`config.mk`:
```
export PLATFORM = sky130hd
export DESIGN_NAME = dma_ctrl
export DESIGN_NICKNAME = d
export VERILOG_FILES = /design/src/rtl/dma_ctrl.sv
export SDC_FILE = /design/constraint.sdc
export NUM_CORES = 1
export LEC_CHECK = 0
export BUFFER_PORTS_ARGS = -buffer_cell sky130_fd_sc_hd__clkbuf_2
export CORE_MARGIN = 5
export CORE_UTILIZATION = 30
export CTS_BUF_LIST = sky130_fd_sc_hd__clkbuf_4
export DETAILED_ROUTE_END_ITERATION = 10
export GPL_TIMING_DRIVEN = 0
export HOLD_SLACK_MARGIN = 0.12
export MAX_ROUTING_LAYER = met4
export PLACE_DENSITY = 0.5
export SLEW_MARGIN = 20
export SYNTH_ARGS = -nofsm -noshare
export SYNTH_HDL_FRONTEND = slang
export SYNTH_SLANG_ARGS = --single-unit
```
`constraint.sdc`:
```
create_clock -name clk -period 12.1 [get_ports clk]
set_clock_uncertainty 0.2 [all_clocks]
set_input_delay 2.42 -clock clk [delete_from_list [all_inputs] [get_ports clk]]
set_output_delay 2.42 -clock clk [all_outputs]
set_load 0.005 [all_outputs]
```
`src/rtl/dma_ctrl.sv`:
```
// Single-channel DMA: copies 32-bit words DRAM->SRAM (d2s) or SRAM->DRAM (s2d), stalling the SIMT group.
// Latency: d2s 2 cycles/word, s2d 3 cycles/word with zero-wait DRAM; done pulses the cycle after the last word.
// Backpressure: each DRAM request is held stable until dramAck; stall stays high while a command is accepted or executing.
//
// Ports:
//   clk, reset                      - clock, asynchronous active-high reset
//   dmaCmd/dmaSrcAddress/
//   dmaDstAddress/dmaWidth          - command from simt_group (sampled only in IDLE)
//   stall, done                     - group stall (combinational), one-cycle completion pulse
//   dramAddress/dramReq/dramWe/
//   dramWriteData/dramReadData/
//   dramAck                         - single-outstanding DRAM word port
//   sramAddress/sramWriteEnable/
//   sramWriteData/sramReadData      - one port of the shared data SRAM (synchronous read)
module dma_ctrl #(
    parameter int SRAM_AW = 14
) (
    input  logic               clk,
    input  logic               reset,
    input  logic [1:0]         dmaCmd,
    input  logic [31:0]        dmaSrcAddress,
    input  logic [31:0]        dmaDstAddress,
    input  logic [9:0]         dmaWidth,
    output logic               stall,
    output logic               done,
    output logic [31:0]        dramAddress,
    output logic               dramReq,
    output logic               dramWe,
    output logic [31:0]        dramWriteData,
    input  logic [31:0]        dramReadData,
    input  logic               dramAck,
    output logic [SRAM_AW-1:0] sramAddress,
    output logic               sramWriteEnable,
    output logic [31:0]        sramWriteData,
    input  logic [31:0]        sramReadData
);

    typedef enum logic [2:0] {
        IDLE, D2S_REQ, D2S_WR, S2D_RD, S2D_CAP, S2D_REQ, DONE
    } state_t;

    localparam logic [1:0] CMD_D2S = 2'b01;
    localparam logic [1:0] CMD_S2D = 2'b10;

    state_t               state_q, state_d;
    // Addresses are kept as 30-bit word addresses; byte offsets are dropped.
    logic [29:0]          src_w_q, src_w_d;
    logic [29:0]          dst_w_q, dst_w_d;
    logic [9:0]           width_q, width_d;
    logic [9:0]           i_q, i_d;

    logic                 done_q, done_d;
    logic                 dram_req_q, dram_req_d;
    logic                 dram_we_q, dram_we_d;
    logic [31:0]          dram_addr_q, dram_addr_d;
    logic [31:0]          dram_wdata_q, dram_wdata_d;
    logic [SRAM_AW-1:0]   sram_addr_q, sram_addr_d;
    logic                 sram_we_q, sram_we_d;
    logic [31:0]          sram_wdata_q, sram_wdata_d;

    logic                 cmd_vld;
    logic [9:0]           i_nxt;
    logic [29:0]          src_nxt_w;   // src word address for the next word
    logic [29:0]          dst_cur_w;   // dst word address for the current word
    logic                 unused_addr_bits;

    assign cmd_vld   = (dmaCmd == CMD_D2S) || (dmaCmd == CMD_S2D);
    assign i_nxt     = i_q + 10'd1;
    // Word-address sums wrap naturally: modulo 2^30 words for DRAM, truncated to SRAM_AW for SRAM.
    assign src_nxt_w = src_w_q + {20'd0, i_nxt};
    assign dst_cur_w = dst_w_q + {20'd0, i_q};
    assign unused_addr_bits = ^{dmaSrcAddress[1:0], dmaDstAddress[1:0]};

    assign stall = ((state_q == IDLE) && cmd_vld) ||
                   ((state_q != IDLE) && (state_q != DONE));

    // Next-state and next-output logic; outputs are loaded on the edge that enters
    // the state they belong to, so they are registered (Moore) as seen outside.
    always_comb begin
        state_d      = state_q;
        src_w_d      = src_w_q;
        dst_w_d      = dst_w_q;
        width_d      = width_q;
        i_d          = i_q;
        done_d       = 1'b0;
        dram_req_d   = 1'b0;
        dram_we_d    = 1'b0;
        dram_addr_d  = dram_addr_q;
        dram_wdata_d = dram_wdata_q;
        sram_addr_d  = sram_addr_q;
        sram_we_d    = 1'b0;
        sram_wdata_d = sram_wdata_q;

        case (state_q)
            IDLE: begin
                if (cmd_vld) begin
                    src_w_d = dmaSrcAddress[31:2];
                    dst_w_d = dmaDstAddress[31:2];
                    width_d = dmaWidth;
                    i_d     = 10'd0;
                    if (dmaWidth == 10'd0) begin
                        state_d = DONE;
                        done_d  = 1'b1;
                    end else if (dmaCmd == CMD_D2S) begin
                        state_d     = D2S_REQ;
                        dram_req_d  = 1'b1;
                        dram_addr_d = {dmaSrcAddress[31:2], 2'b00};
                    end else begin
                        state_d     = S2D_RD;
                        sram_addr_d = dmaSrcAddress[SRAM_AW+1:2];
                    end
                end
            end
            D2S_REQ: begin
                dram_req_d = 1'b1;
                if (dramAck) begin
                    state_d      = D2S_WR;
                    dram_req_d   = 1'b0;
                    sram_we_d    = 1'b1;
                    sram_addr_d  = dst_cur_w[SRAM_AW-1:0];
                    sram_wdata_d = dramReadData;
                end
            end
            D2S_WR: begin
                i_d = i_nxt;
                if (i_nxt == width_q) begin
                    state_d = DONE;
                    done_d  = 1'b1;
                end else begin
                    state_d     = D2S_REQ;
                    dram_req_d  = 1'b1;
                    dram_addr_d = {src_nxt_w, 2'b00};
                end
            end
            S2D_RD: begin
                // SRAM samples the address at this edge; data appears in S2D_CAP.
                state_d = S2D_CAP;
            end
            S2D_CAP: begin
                state_d      = S2D_REQ;
                dram_req_d   = 1'b1;
                dram_we_d    = 1'b1;
                dram_addr_d  = {dst_cur_w, 2'b00};
                dram_wdata_d = sramReadData;
            end
            S2D_REQ: begin
                dram_req_d = 1'b1;
                dram_we_d  = 1'b1;
                if (dramAck) begin
                    dram_req_d = 1'b0;
                    dram_we_d  = 1'b0;
                    i_d        = i_nxt;
                    if (i_nxt == width_q) begin
                        state_d = DONE;
                        done_d  = 1'b1;
                    end else begin
                        state_d     = S2D_RD;
                        sram_addr_d = src_nxt_w[SRAM_AW-1:0];
                    end
                end
            end
            DONE: begin
                state_d = IDLE;
            end
            default: begin
                state_d = IDLE;
            end
        endcase
    end

    always_ff @(posedge clk or posedge reset) begin
        if (reset) begin
            state_q      <= IDLE;
            src_w_q      <= '0;
            dst_w_q      <= '0;
            width_q      <= '0;
            i_q          <= '0;
            done_q       <= 1'b0;
            dram_req_q   <= 1'b0;
            dram_we_q    <= 1'b0;
            dram_addr_q  <= '0;
            dram_wdata_q <= '0;
            sram_addr_q  <= '0;
            sram_we_q    <= 1'b0;
            sram_wdata_q <= '0;
        end else begin
            state_q      <= state_d;
            src_w_q      <= src_w_d;
            dst_w_q      <= dst_w_d;
            width_q      <= width_d;
            i_q          <= i_d;
            done_q       <= done_d;
            dram_req_q   <= dram_req_d;
            dram_we_q    <= dram_we_d;
            dram_addr_q  <= dram_addr_d;
            dram_wdata_q <= dram_wdata_d;
            sram_addr_q  <= sram_addr_d;
            sram_we_q    <= sram_we_d;
            sram_wdata_q <= sram_wdata_d;
        end
    end

    assign done            = done_q;
    assign dramReq         = dram_req_q;
    assign dramWe          = dram_we_q;
    assign dramAddress     = dram_addr_q;
    assign dramWriteData   = dram_wdata_q;
    assign sramAddress     = sram_addr_q;
    assign sramWriteEnable = sram_we_q;
    assign sramWriteData   = sram_wdata_q;

endmodule
```
==> flow_summary.toml, run 1 <==
[clock_network]
cts_resized = 0
clock_latency_ns = 0.62
root_buffer = "clkbuf_4"
h-tree-depth = 4
cts_tree = "built"
cts_buffers = 17
cts.sinks = 195
path_clk_slew_ns = 0.16
cts_setup_buffers = 0
cts_hold_buf = 0
clk_path_buf_depth = 2

[power_and_ir_drop]
pwr-share-seq = 0.393
pwr_density_cell_mw_per_mm2 = 239.7
p_leak_nw = 5.865
combPwrFrac = 0.494
internal_power_mw = 1.767
peakVddDrop_mv = 0.1060
switching_share = 0.4218
p_clk_frac = 0.114
power_switching_mw = 1.289

[finish]
seqCellArea_mm2 = 0.004880
drive_gt1_frac = 0.3179
fin_cells = 1802
nets = 1497
nFillCells = 3623
multiInputGateArea_mm2 = 0.005351
syn_to_final_growth_pct = 20.44
design_area_mm2 = 0.01275

[global_routing]
grt_pass1_wl_um = 53680
grt_pass1_vias = 9167
antenna_found_initial = 7
grt-ovfl-total = 0
grt_usage = 0.1822
grt_max_degree = 88

[critical_path]
cp-end-kind = "primary output"
reg2reg_to = "dramAddress[30]"
crit_slowest_cell = "ha_1"
cpPeakStageDelay_ns = 0.41
arrival_ns = 3.72
reg2reg_from = "i_q[0]"
critPathRequiredTime_ns = 9.48
crit_fanout = 6
worst-r2r-setup-slack_ns = 7.80
critPathKind = "input pin to primary output"
critical_path.cell_chain = "clkbuf_2 -> inv_1 -> ha_1 -> inv_1 -> or3_1 -> a21o_1 -> clkbuf_2"
startpoint_type = "input pin"
worstRegToRegCells = 13

[detailed_routing]
ant_nets = 0
drt-pass1-iter-count = 5
routedWlPerCell_um = 19.36
detail_route.vias_per_cell = 4.954
first_iter_violations = 563
drc = 0
routed_wl_um = 34890
vias = 8927

[timing]
slew_headroom = 0.3499
worst_slack_ns = 5.756
tightest_slew_ns = 0.9708
fmax_mhz = 157.6
slew_viol_final = 0
fin_crit_ns = 6.344
setup_viol = 0
tns_ns = 0
timing.final.crit_share = 0.5243
rsz0062_at_grt = "false"
fin_hold_ws_ns = 0.2948
hold_violations = 0

[yosys]
synth_top_flop_cell = "dfrtp_1"
ys_seq_elements = 195
ys_top_cells_by_count = "dfrtp_1 (195), nand2_1 (177), mux2_2 (103)"
yosysMostFrequentCell = "dfrtp_1"
synth_edf_count = 0
synthCells = 1055
ys_seq_area_frac = 0.4608
yosys.cell_types.count = 76
ys_warn_count = 0
syn_area_mm2 = 0.01059
yosys.area.top_type = "dfrtp_1"
synth_top_area_frac = 0.4608
synth_area_per_cell_um2 = 10.04
yosys-top-cells-area = "dfrtp_1 (46%), mux2_2 (11%), nand2_1 (6.3%)"
synthArstFlopShare = 1.000

[floorplanning]
rows = 68
die_y_um = 197.9
die-area_mm2 = 0.03915
coreArea_mm2 = 0.03471
initial_core_util = 0.3050
ioPinCount = 258
die_w_um = 197.9

[placed_design]
place_area_mm2 = 0.01248
place_ws_ns = 5.791
dpl.cell_count = 1763
io_buffers = 250
place_congestion = 0.9369
dp.final_hpwl_um = 27110

[worst_hold_path]
holdPathStages = 2
worst_hold_path.endpoint = "dramWriteData[7]"
hold_path_class = "flip-flop to flip-flop"
holdCritStartpoint = "dramWriteData[7]"

[outcome]
status = "completed"

[run]
max_cap_viol_count = 0
[cell families after synthesis]
logic type	share of synthesized area
simple gates	0.1456
compound gates	0.1469
flops	0.4608
mux	0.1266
buf+inv	0.03474
xor+xnor	0.05176
fa+ha+maj	0.03332
other cells	0.0003541
[layer usage]
metal / wire [µm] / up-vias / GRT usage
li1: - / 4300 / -
met3: 2014 / 37 / 0.04169
met2: 15610 / 275 / 0.2699
met5: 0 / - / -
met1: 16570 / 4315 / 0.2497
met4: 692 / 0 / 0.05534
[registers in the layout (all words and copies together), names as in the netlist]
name and cells:
width_q 10, dramAddress 30, sramWriteData 32, dramWriteData 32
i_q 10, src_w_q 30, dramReq 1, sramWriteEnable 1
dst_w_q 30, state_q 3, dramWe 1, done 1
sramAddress 14
[power by group through the flow]
stage	Combinational [mW]	Sequential (mW)	Clock, mW
5_1_grt	1.68	1.24	0.392
3_3_place_gp	1.49	1.21	0
4_1_cts	1.52	1.20	0.370
2_1_floorplan	0.964	1.17	0
6_report	1.51	1.20	0.348
3_5_place_dp	1.51	1.21	0
[area by class of cell]
cell class | instances | area share
diodes | 7 | 0.001373
plain buffers | 59 | 0.02090
clock buffers | 19 | 0.01118
clock inverters | 13 | 0.008731
inverters | 27 | 0.008535
multi-input cells | 775 | 0.4196
flip-flops and latches | 195 | 0.3826
well taps | 455 | 0.04464
repair buffers | 252 | 0.1024
[worst max path at each step]
| stage | start | endpoint | slack [ns] |
|---|---|---|---|
| floorplan | reset | done | 4.17 |
| global placement | reset | sramAddress[6] | 1.32 |
| detailed placement | dmaCmd[0] | stall | 5.79 |
| CTS | dmaCmd[0] | stall | 5.78 |
| global route | dmaCmd[0] | stall | 5.69 |
| finish | dmaCmd[0] | stall | 5.76 |
[cells in the final DEF (no fill, tap or decap), types with 7 or more instances in the layout]
| cell | instances |
|---|---|
| ha_1 | 25 |
| diode_2 | 7 |
| dfrtp_1 | 195 |
| mux2_4 | 8 |
| nor2b_1 | 17 |
| nor3_1 | 10 |
| o22ai_1 | 9 |
| nor2_1 | 43 |
| clkbuf_2 | 250 |
| nand2b_1 | 14 |
| buf_2 | 9 |
| nand3_1 | 11 |
| clkbuf_4 | 19 |
| and3_1 | 7 |
| a211oi_1 | 7 |
| inv_1 | 26 |
| nand2_1 | 177 |
| o21ai_0 | 57 |
| xor2_1 | 34 |
| nor4_1 | 7 |
| xnor2_1 | 26 |
| a221oi_1 | 7 |
| a21oi_1 | 71 |
| mux2_2 | 103 |
| clkbuf_1 | 38 |
| a22oi_1 | 11 |
| a21o_1 | 13 |
[stage by stage]
step                power (mW)  utilization
floorplan                2.136            -
global placement         2.697       0.3576
detailed placement       2.727       0.3594
CTS                      3.090       0.3667
global route             3.311       0.3674
finish                   3.057       0.3674
[worst max-delay path, delay by kind of cell]
| family | cells | cell delay [ns] |
|---|---|---|
| adders and majority gates | 1 | 0.41 |
| buffers and inverters | 4 | 0.36 |
| and+or+nand+nor | 1 | 0.32 |
| AOI/OAI and AO/OA | 1 | 0.20 |
Note: power is estimated with default switching activity, not from simulation.
==> inputs of run 2 (changes only) <==
- clock period: 12.1 -> 6.3 ns (I/O delays scaled with it)
==> run 2 against run 1 <==
Against the previous run:
- sequential power grew 92%
- clock-buffer cell count shrank 2
- die area is the same
- routed wire length shrank 1.1%
- cell area grew 0.44%
- clock power grew 88%
- worst hold slack gained 0.0036 ns
- sequential share of layout area shrank 0.17 points
- setup slack lost 3.9 ns
- sequential cell count is the same
- global-route usage shrank 0.077 points
- critical path type is now flip-flop to flip-flop
- highest routed layer unchanged
==> flow_summary.toml, run 2 (synthesis gave the netlist of run 1 again) <==
[power_and_ir_drop]
pwr_density_cell_mw_per_mm2 = 455.4
p_leak_nw = 5.896
peakVddDrop_mv = 0.1806

[global_routing]
grt-ovfl-total = 0
grt_pass1_wl_um = 53350
met1_usage = 0.2440
grt-busiest-layer = "met2"
grt_util_met2 = 0.2783
grt_util_met3 = 0.04917
grt_pass1_vias = 9088
antenna_found_initial = 8
grt_usage = 0.1814
grt_max_degree = 32

[detailed_routing]
ant_nets = 0
first_iter_violations = 711
routed_wl_um = 34490
routedWlPerCell_um = 19.09
drc = 0
vias = 8912
drt-pass1-iter-count = 5
detail_route.vias_per_cell = 4.932

[finish]
final_cell_mix = "clkbuf_2 (250), dfrtp_1 (195), nand2_1 (177)"
design_area_mm2 = 0.01281
nets = 1501
drive_gt1_frac = 0.3207
fin_cells = 1807
seqCellArea_mm2 = 0.004880
final_common_cell = "clkbuf_2"
multiInputGateArea_mm2 = 0.005345
syn_to_final_growth_pct = 20.97
nFillCells = 3559

[timing]
slew_viol_final = 0
slew_headroom = 0.3600
fin_crit_ns = 4.412
tns_ns = 0
setup_viol = 0
rsz0062_at_grt = "false"
fin_hold_ws_ns = 0.2984
hold_violations = 0
timing.final.crit_share = 0.7003
tightest_slew_ns = 0.9512
fmax_mhz = 226.7

[clock_network]
cts_setup_buffers = 0
cts.sinks = 195
path_clk_slew_ns = 0.16
root_buffer = "clkbuf_4"
cts_hold_buf = 0
cts_buffers = 17
cts_resized = 0
cts_tree = "built"
clk_path_buf_depth = 2
clock_latency_ns = 0.65
h-tree-depth = 4

[critical_path]
critPathRequiredTime_ns = 6.64
cp.depth = 13
reg2reg_from = "i_q[0]"
worstRegToRegCells = 13
crit_slowest_cell = "a2111oi_0"
startpoint_type = "flip-flop"
crit_start = "i_q[0]"
cp-endpoint = "dramAddress[31]"
crit_fanout = 8
critPathKind = "flip-flop to flip-flop"
arrival_ns = 4.75
cp-end-kind = "flip-flop"
cp_top_family = "compound AO/OA/AOI/OAI gates"
cpPeakStageDelay_ns = 0.74
worst-r2r-setup-slack_ns = 1.89
critical_path.cell_chain = "ha_1 -> nand3_2 -> nor2_1 -> xnor2_1 -> inv_1 -> ha_1 -> o21ai_0 -> a21oi_1 -> o2111ai_1 -> a2111oi_0 -> xor2_1 -> a22oi_1 -> a21oi_1"
crit_buf_inv = 1
reg2reg_to = "dramAddress[31]"

[placed_design]
dp.final_hpwl_um = 27580
place_area_mm2 = 0.01254
io_buffers = 250
dpl.cell_count = 1767
place_congestion = 0.9384

[floorplanning]
initial_core_util = 0.3050
die_w_um = 197.9
die-area_mm2 = 0.03915
rows = 68
coreArea_mm2 = 0.03471
die_y_um = 197.9
ioPinCount = 258

[outcome]
status = "completed"

[run]
max_cap_viol_count = 0

[worst_hold_path]
hold_path_class = "flip-flop to flip-flop"
-- run 2: changes by cell type in the layout (fill, tap and decap cells not counted) --
cell / change
inv_6: +2
buf_16: -2
buf_12: +6
clkbuf_4: -2
nor4_2: -1
clkinv_4: +3
bufinv_16: -1
clkinv_1: -2
nor4_1: +1
clkinvlp_4: -1
diode_2: +1
inv_8: +1
-- run 2: final cells by class --
type | instances | area share
Antenna cell | 8 | 0.001563
Buffer | 59 | 0.02080
Inverter | 27 | 0.008205
Clock buffer | 17 | 0.009963
Timing Repair Buffer | 256 | 0.1071
Sequential cell | 195 | 0.3809
Multi-Input combinational cell | 775 | 0.4173
Clock inverter | 15 | 0.009768
Tap cell | 455 | 0.04444
-- run 2: metrics by stage --
stage	total power [mW]	utilization	setup WS, ns
global placement	5.189	0.3577	0.7755
global route	6.343	0.3690	1.465
floorplan	4.104	-	2.322
finish	5.834	0.3690	1.888
CTS	5.923	0.3684	1.906
detailed placement	5.240	0.3612	1.968
-- run 2: how the worst min path moves through the flow --
stage,endpoint,slack (ns),depth (start not counted),from
2_1_floorplan,dramWriteData[0],0.27,2,dramWriteData[0]
4_1_cts,dramWriteData[7],0.31,2,dramWriteData[7]
3_5_place_dp,dramWriteData[7],0.26,2,dramWriteData[7]
6_report,dramWriteData[17],0.30,2,dramWriteData[17]
5_1_grt,dramAddress[5],0.33,2,dramAddress[5]
3_3_place_gp,dramWriteData[1],0.26,2,dramWriteData[1]
-- run 2: worst register-to-register path: cells and delay by family (launching register included) --
| kind | cells | cell delay (ns) |
|---|---|---|
| compound gates | 6 | 1.90 |
| fa+ha+maj | 2 | 0.77 |
| flops | 1 | 0.55 |
| simple gates | 2 | 0.48 |
| xor+xnor | 2 | 0.33 |
| buf+inv | 1 | 0.12 |
-- run 2: power by group --
group          internal (mW)  switching, mW
clock                  0.167          0.487
combinational           1.34           1.54
sequential              1.85          0.450
total                   3.36           2.47
-- run 2: metal layers --
| metal | up-vias | part of all wire |
|---|---|---|
| li1 | 4297 | - |
| met3 | 27 | 0.063 |
| met2 | 260 | 0.46 |
| met1 | 4328 | 0.46 |
| met4 | 0 | 0.013 |
| met5 | - | 0 |
